[config.mk]
export PLATFORM = sky130hd
export DESIGN_NAME = btb_set_assoc
export DESIGN_NICKNAME = d
export VERILOG_FILES = /design/src/rtl/btb_set_assoc.sv
export SDC_FILE = /design/constraint.sdc
export NUM_CORES = 1
export LEC_CHECK = 0
export ABC_AREA = 0
export CORE_MARGIN = 3
export CORE_UTILIZATION = 40
export DETAILED_ROUTE_END_ITERATION = 12
export GPL_TIMING_DRIVEN = 1
export HOLD_SLACK_MARGIN = 0.05
export PLACE_DENSITY_LB_ADDON = 0.2
export SLEW_MARGIN = 10
export SYNTH_ARGS = -nofsm -noshare
export SYNTH_HDL_FRONTEND = slang
export SYNTH_SLANG_ARGS = --single-unit
export TNS_END_PERCENT = 100
[constraint.sdc]
create_clock -name clk -period 11.05 [get_ports clk]
set_clock_uncertainty 0.2 [all_clocks]
set_input_delay 2.21 -clock clk [delete_from_list [all_inputs] [get_ports clk]]
set_output_delay 2.21 -clock clk [all_outputs]
set_load 0.02 [all_outputs]
[src/rtl/btb_set_assoc.sv]
// Set-associative branch target buffer: combinational IF lookup, ID-stage update, true-LRU replacement.
// Define BTB_PERF_CNT_EN to add lookup/hit/mispredict performance counters.
module btb_set_assoc #(
    parameter int DATA_WIDTH = 32,
    parameter int SETS       = 4,
    parameter int WAYS       = 2,
    parameter int CNT_WIDTH  = 2
) (
    input  logic                  clk,
    input  logic                  rst_n,
    input  logic                  en,
    input  logic                  flush,
    input  logic                  lookup_valid,
    input  logic [DATA_WIDTH-1:0] lookup_pc,
    output logic                  pred_hit,
    output logic                  pred_taken,
    output logic [DATA_WIDTH-1:0] pred_target,
    input  logic                  update_valid,
    input  logic [DATA_WIDTH-1:0] update_pc,
    input  logic [DATA_WIDTH-1:0] update_target,
    input  logic                  update_taken,
    input  logic                  update_mispredict
`ifdef BTB_PERF_CNT_EN
   ,output logic [31:0]           perf_lookups,
    output logic [31:0]           perf_hits,
    output logic [31:0]           perf_mispredicts
`endif
);
    localparam int IDX = $clog2(SETS);
    localparam int AW  = $clog2(WAYS);
    localparam int TW  = DATA_WIDTH - 2 - IDX;
    localparam logic [CNT_WIDTH-1:0] CNT_WEAK = {1'b1, {(CNT_WIDTH-1){1'b0}}};
    localparam logic [AW-1:0]        AGE_OLD  = AW'(WAYS - 1);

    logic                  valid_q [SETS][WAYS];
    logic                  valid_d [SETS][WAYS];
    logic [TW-1:0]         tag_q   [SETS][WAYS];
    logic [TW-1:0]         tag_d   [SETS][WAYS];
    logic [DATA_WIDTH-1:0] tgt_q   [SETS][WAYS];
    logic [DATA_WIDTH-1:0] tgt_d   [SETS][WAYS];
    logic [CNT_WIDTH-1:0]  cnt_q   [SETS][WAYS];
    logic [CNT_WIDTH-1:0]  cnt_d   [SETS][WAYS];
    logic [AW-1:0]         age_q   [SETS][WAYS];
    logic [AW-1:0]         age_d   [SETS][WAYS];

    logic [IDX-1:0] l_idx, u_idx;
    logic [TW-1:0]  l_tag, u_tag;
    logic           l_hit, u_hit, victim_found, u_touch;
    logic [AW-1:0]  l_way, u_way, victim, u_tw;

    assign l_idx = lookup_pc[2 +: IDX];
    assign u_idx = update_pc[2 +: IDX];
    assign l_tag = lookup_pc[DATA_WIDTH-1:2+IDX];
    assign u_tag = update_pc[DATA_WIDTH-1:2+IDX];

    logic unused_bits;
    assign unused_bits = ^{update_mispredict, lookup_pc[1:0], update_pc[1:0]};

    always_comb begin
        l_hit        = 1'b0;
        l_way        = '0;
        u_hit        = 1'b0;
        u_way        = '0;
        victim       = '0;
        victim_found = 1'b0;
        for (int w = 0; w < WAYS; w++) begin
            if (!l_hit && valid_q[l_idx][w] && tag_q[l_idx][w] == l_tag) begin
                l_hit = 1'b1;
                l_way = AW'(w);
            end
            if (!u_hit && valid_q[u_idx][w] && tag_q[u_idx][w] == u_tag) begin
                u_hit = 1'b1;
                u_way = AW'(w);
            end
            if (!victim_found && !valid_q[u_idx][w]) begin
                victim_found = 1'b1;
                victim       = AW'(w);
            end
        end
        // With every way valid, the oldest way is the one carrying the maximum age.
        if (!victim_found) begin
            for (int w = 0; w < WAYS; w++) begin
                if (age_q[u_idx][w] == AGE_OLD) victim = AW'(w);
            end
        end
    end

    assign pred_hit    = lookup_valid && l_hit;
    assign pred_taken  = pred_hit && cnt_q[l_idx][l_way][CNT_WIDTH-1];
    assign pred_target = pred_hit ? tgt_q[l_idx][l_way] : lookup_pc + DATA_WIDTH'(4);

    always_comb begin
        valid_d = valid_q;
        tag_d   = tag_q;
        tgt_d   = tgt_q;
        cnt_d   = cnt_q;
        age_d   = age_q;
        u_touch = 1'b0;
        u_tw    = '0;
        if (en) begin
            if (flush) begin
                for (int s = 0; s < SETS; s++)
                    for (int w = 0; w < WAYS; w++)
                        valid_d[s][w] = 1'b0;
            end else begin
                if (update_valid && u_hit) begin
                    if (update_taken && cnt_q[u_idx][u_way] != '1)
                        cnt_d[u_idx][u_way] = cnt_q[u_idx][u_way] + 1'b1;
                    else if (!update_taken && cnt_q[u_idx][u_way] != '0)
                        cnt_d[u_idx][u_way] = cnt_q[u_idx][u_way] - 1'b1;
                    tgt_d[u_idx][u_way] = update_target;
                    u_touch = 1'b1;
                    u_tw    = u_way;
                end else if (update_valid && update_taken) begin
                    valid_d[u_idx][victim] = 1'b1;
                    tag_d[u_idx][victim]   = u_tag;
                    tgt_d[u_idx][victim]   = update_target;
                    cnt_d[u_idx][victim]   = CNT_WEAK;
                    u_touch = 1'b1;
                    u_tw    = victim;
                end
                if (u_touch) begin
                    for (int w = 0; w < WAYS; w++)
                        if (age_q[u_idx][w] < age_q[u_idx][u_tw])
                            age_d[u_idx][w] = age_q[u_idx][w] + 1'b1;
                    age_d[u_idx][u_tw] = '0;
                end
                // An update touch in the same set takes precedence over the lookup touch.
                if (pred_hit && !(u_touch && u_idx == l_idx)) begin
                    for (int w = 0; w < WAYS; w++)
                        if (age_q[l_idx][w] < age_q[l_idx][l_way])
                            age_d[l_idx][w] = age_q[l_idx][w] + 1'b1;
                    age_d[l_idx][l_way] = '0;
                end
            end
        end
    end

    always_ff @(posedge clk or negedge rst_n) begin
        if (!rst_n) begin
            for (int s = 0; s < SETS; s++) begin
                for (int w = 0; w < WAYS; w++) begin
                    valid_q[s][w] <= 1'b0;
                    tag_q[s][w]   <= '0;
                    tgt_q[s][w]   <= '0;
                    cnt_q[s][w]   <= CNT_WEAK;
                    age_q[s][w]   <= AW'(w);
                end
            end
        end else begin
            valid_q <= valid_d;
            tag_q   <= tag_d;
            tgt_q   <= tgt_d;
            cnt_q   <= cnt_d;
            age_q   <= age_d;
        end
    end

`ifdef BTB_PERF_CNT_EN
    logic [31:0] perf_lookups_q, perf_lookups_d;
    logic [31:0] perf_hits_q, perf_hits_d;
    logic [31:0] perf_misp_q, perf_misp_d;

    always_comb begin
        perf_lookups_d = perf_lookups_q;
        perf_hits_d    = perf_hits_q;
        perf_misp_d    = perf_misp_q;
        if (en && !flush) begin
            perf_lookups_d = perf_lookups_q + 32'(lookup_valid);
            perf_hits_d    = perf_hits_q + 32'(pred_hit);
            perf_misp_d    = perf_misp_q + 32'(update_valid && update_mispredict);
        end
    end

    always_ff @(posedge clk or negedge rst_n) begin
        if (!rst_n) begin
            perf_lookups_q <= '0;
            perf_hits_q    <= '0;
            perf_misp_q    <= '0;
        end else begin
            perf_lookups_q <= perf_lookups_d;
            perf_hits_q    <= perf_hits_d;
            perf_misp_q    <= perf_misp_d;
        end
    end

    assign perf_lookups     = perf_lookups_q;
    assign perf_hits        = perf_hits_q;
    assign perf_mispredicts = perf_misp_q;
`endif
endmodule

==> metrics.cfg <==
[run_status]
outcome = complete, no violations

[synth]
synth_cell_types = 82
syn_area_sq_mm = 0.0280
synthCells = 2049
syn-num-nets = 2159
ys.flop_type = dfrtp_1
yosysWarnings = 0
async_reset_ff_share_pct = 100
postSynthAreaPerCell_sq_um = 13.7
yosysSeqAreaShare_pct = 45.7
synth_edf_count = 0
ys_ff_latch = 512

[sta]
finalMaxSlewViolations = 0
rsz0062_at_grt = no
fin_crit_ns = 9.56
slew_headroom_pct = 21.8
clock.fmax_ghz = 0.105
hold_slack_ns = 0.286
tightestPinTransition_ns = 1.17
timing.setup.tns_ns = 0
fin_crit_sh_pct = 86.5
finalHoldViolCount = 0
setup_viol = 0

[worst_setup_path]
crit_fanout = 67
start_kind = input port
crit_type = in2out
arrival_ns = 7.15
worstPathRequired_ns = 8.64
cp-end-kind = output port

[detailed_routing]
totalWireLength_mm = 82.8
avgRoutedWirePerCell_um = 26.7
drt-initial-drc-count = 1193
vias = 18200
dr.pass1.iters = 7
ant_nets = 0
viasPerCell = 5.87
post-route-drc-count = 0

[finish]
synthToLayoutAreaGrowth_pct = 14.2
regArea_sq_mm = 0.0128
num-fill-cells = 6161
final_cell_mix = dfrtp_1 (500), mux2_2 (484), mux4_2 (155)
mostFrequentLayoutCell = dfrtp_1
multi_input_area_sq_mm = 0.0143
drive_above_1_share_pct = 37.6
fin_nets = 2226

[global_routing]
grt_overflow = 0
antenna_found_initial = 8
first_global_vias = 19500
grt_use_total_pct = 22.6
grt_max_degree = 95
grt_pass1_wl_mm = 126

[clock_tree]
cts_buffer_depth = 3
root_buffer = clkbuf_16
cts-buffers-inserted = 56
cts.clk_slew.worst_paths_ns = 0.06
cts_resized = 0
clock_sinks = 512
postCtsSetupRepairBufs = 0
ctsHtreeMaxLevel = 2
tritoncts = built
clk_latency_ns = 0.63
ctsHoldBuffers = 0

[place]
port_buffers = 134
dpl.hpwl_mm = 55.5
place_congestion = 0.893

[floorplan]
die_area_sq_mm = 0.0733
initial_core_util_pct = 40.6
rows = 96
core_sq_mm = 0.0691
ios = 138
die_y_um = 271
die_w_um = 271

[power_and_ir_drop]
p_per_area_mw_per_mm2 = 158
cellLeakagePower_nw = 13.7
p_total_mw = 5.06
vdd_drop_max_uv = 115

[job]
drv_cap = 0

[hold_path]
min_path_type = reg2reg

[report_power, final]
| group | leakage [nW] | switching, mW | internal [mW] |
|---|---|---|---|
| clock network | 0.929 | 0.797 | 1.11 |
| logic | 5.94 | 0.427 | 0.468 |
| registers | 6.79 | 0.147 | 2.11 |
| total | 13.7 | 1.37 | 3.69 |
[routing by layer]
layer,part of all wire [%],vias to the layer above,track usage [%],routed length (um)
met5,0.080,-,0,66
met4,3.4,8,7.60,2810
met3,6.3,138,5.02,5190
met2,47,514,35.9,38600
met1,44,9717,30.9,36200
li1,-,7815,-,-
[worst paths after layout]
path                            slack (ns)  depth (start not counted)              startpoint                     end
worst max register to register        5.37                         15   tag_q[48]$_DFFE_PN0P_   cnt_q[15]$_DFFE_PN1P_
worst min register to register        0.29                          1  tgt_q[150]$_DFFE_PN0P_  tgt_q[150]$_DFFE_PN0P_
max in group asynchronous             7.02                          3                   rst_n   tag_q[78]$_DFFE_PN0P_
min in group asynchronous             1.39                          1                   rst_n  tgt_q[156]$_DFFE_PN0P_
worst max-delay path                  1.49                         12            lookup_pc[2]          pred_target[3]
worst min-delay path                  0.29                          1  tgt_q[150]$_DFFE_PN0P_  tgt_q[150]$_DFFE_PN0P_
[cell families after synthesis]
family                     count (synthesis)  synth area share (%)
xor gates and xnor gates                 120                  3.75
AOI/OAI and AO/OA                        159                  4.32
DFF                                      512                  45.7
and+or+nand+nor                          272                  5.19
muxes                                    789                  37.3
buffers and inverters                    191                  3.42
adders and majority gates                  6                 0.268
[registers in the layout (all words and copies together), names as in the netlist]
register / count
tgt_q: 256
tag_q: 224
cnt_q: 16
age_q: 8
valid_q: 8
[layout make-up]
type | count | share of cell area (%)
multi-input cells | 1346 | 44.8
flip-flops and latches | 512 | 40.1
clock buffers | 90 | 5.34
repair buffers | 173 | 5.27
well taps | 931 | 3.64
clock inverters | 14 | 0.555
inverters | 27 | 0.317
diodes | 4 | 0.0313
[critical path, stage by stage]
cell and delay (ns):
clkbuf_8 0.61, inv_1 0.54, mux2_2 0.34, o22ai_1 0.07, nor4_1 0.27, nor4bb_1 0.62, nand2_1 0.25, nor2_4 0.54
buf_4 0.36, mux2_2 0.35, mux2_2 0.26, clkdlybuf4s50_1 0.61
[synth_stat cells, drive strengths merged, types with 7 or more instances]
| cell type | instances | area share (%) |
|---|---|---|
| nor2b | 9 | 0.20 |
| dfrtp | 500 | 45 |
| inv | 27 | 0.36 |
| xor2 | 25 | 0.78 |
| xnor2 | 95 | 3.0 |
| o211ai | 7 | 0.19 |
| mux2i | 134 | 4.8 |
| mux4 | 155 | 12 |
| nor3 | 18 | 0.44 |
| o22ai | 8 | 0.18 |
| nand2b | 17 | 0.38 |
| or4 | 9 | 0.24 |
| nand4 | 27 | 0.60 |
| clkbuf | 67 | 0.90 |
| mux2 | 500 | 20 |
| a211oi | 11 | 0.35 |
| a21oi | 26 | 0.46 |
| nor4 | 15 | 0.44 |
| nand2 | 72 | 0.97 |
| buf | 97 | 2.2 |
| dfstp | 12 | 1.1 |
| o21ai | 18 | 0.33 |
| a2111oi | 8 | 0.28 |
| nand3 | 19 | 0.34 |
| nor2 | 52 | 0.70 |
[through the flow]
stage	instances	util (%)	area, sq um	setup WS (ns)
2_1_floorplan	2049	-	28000	3.23
3_3_place_gp	2988	43.6	30100	1.47
3_5_place_dp	2988	43.6	30100	1.48
4_1_cts	3092	46.3	32000	1.48
5_1_grt	3094	46.3	32000	1.25
6_report	3097	46.4	32000	1.49
No activity file was read; power rests on OpenSTA's default activity.
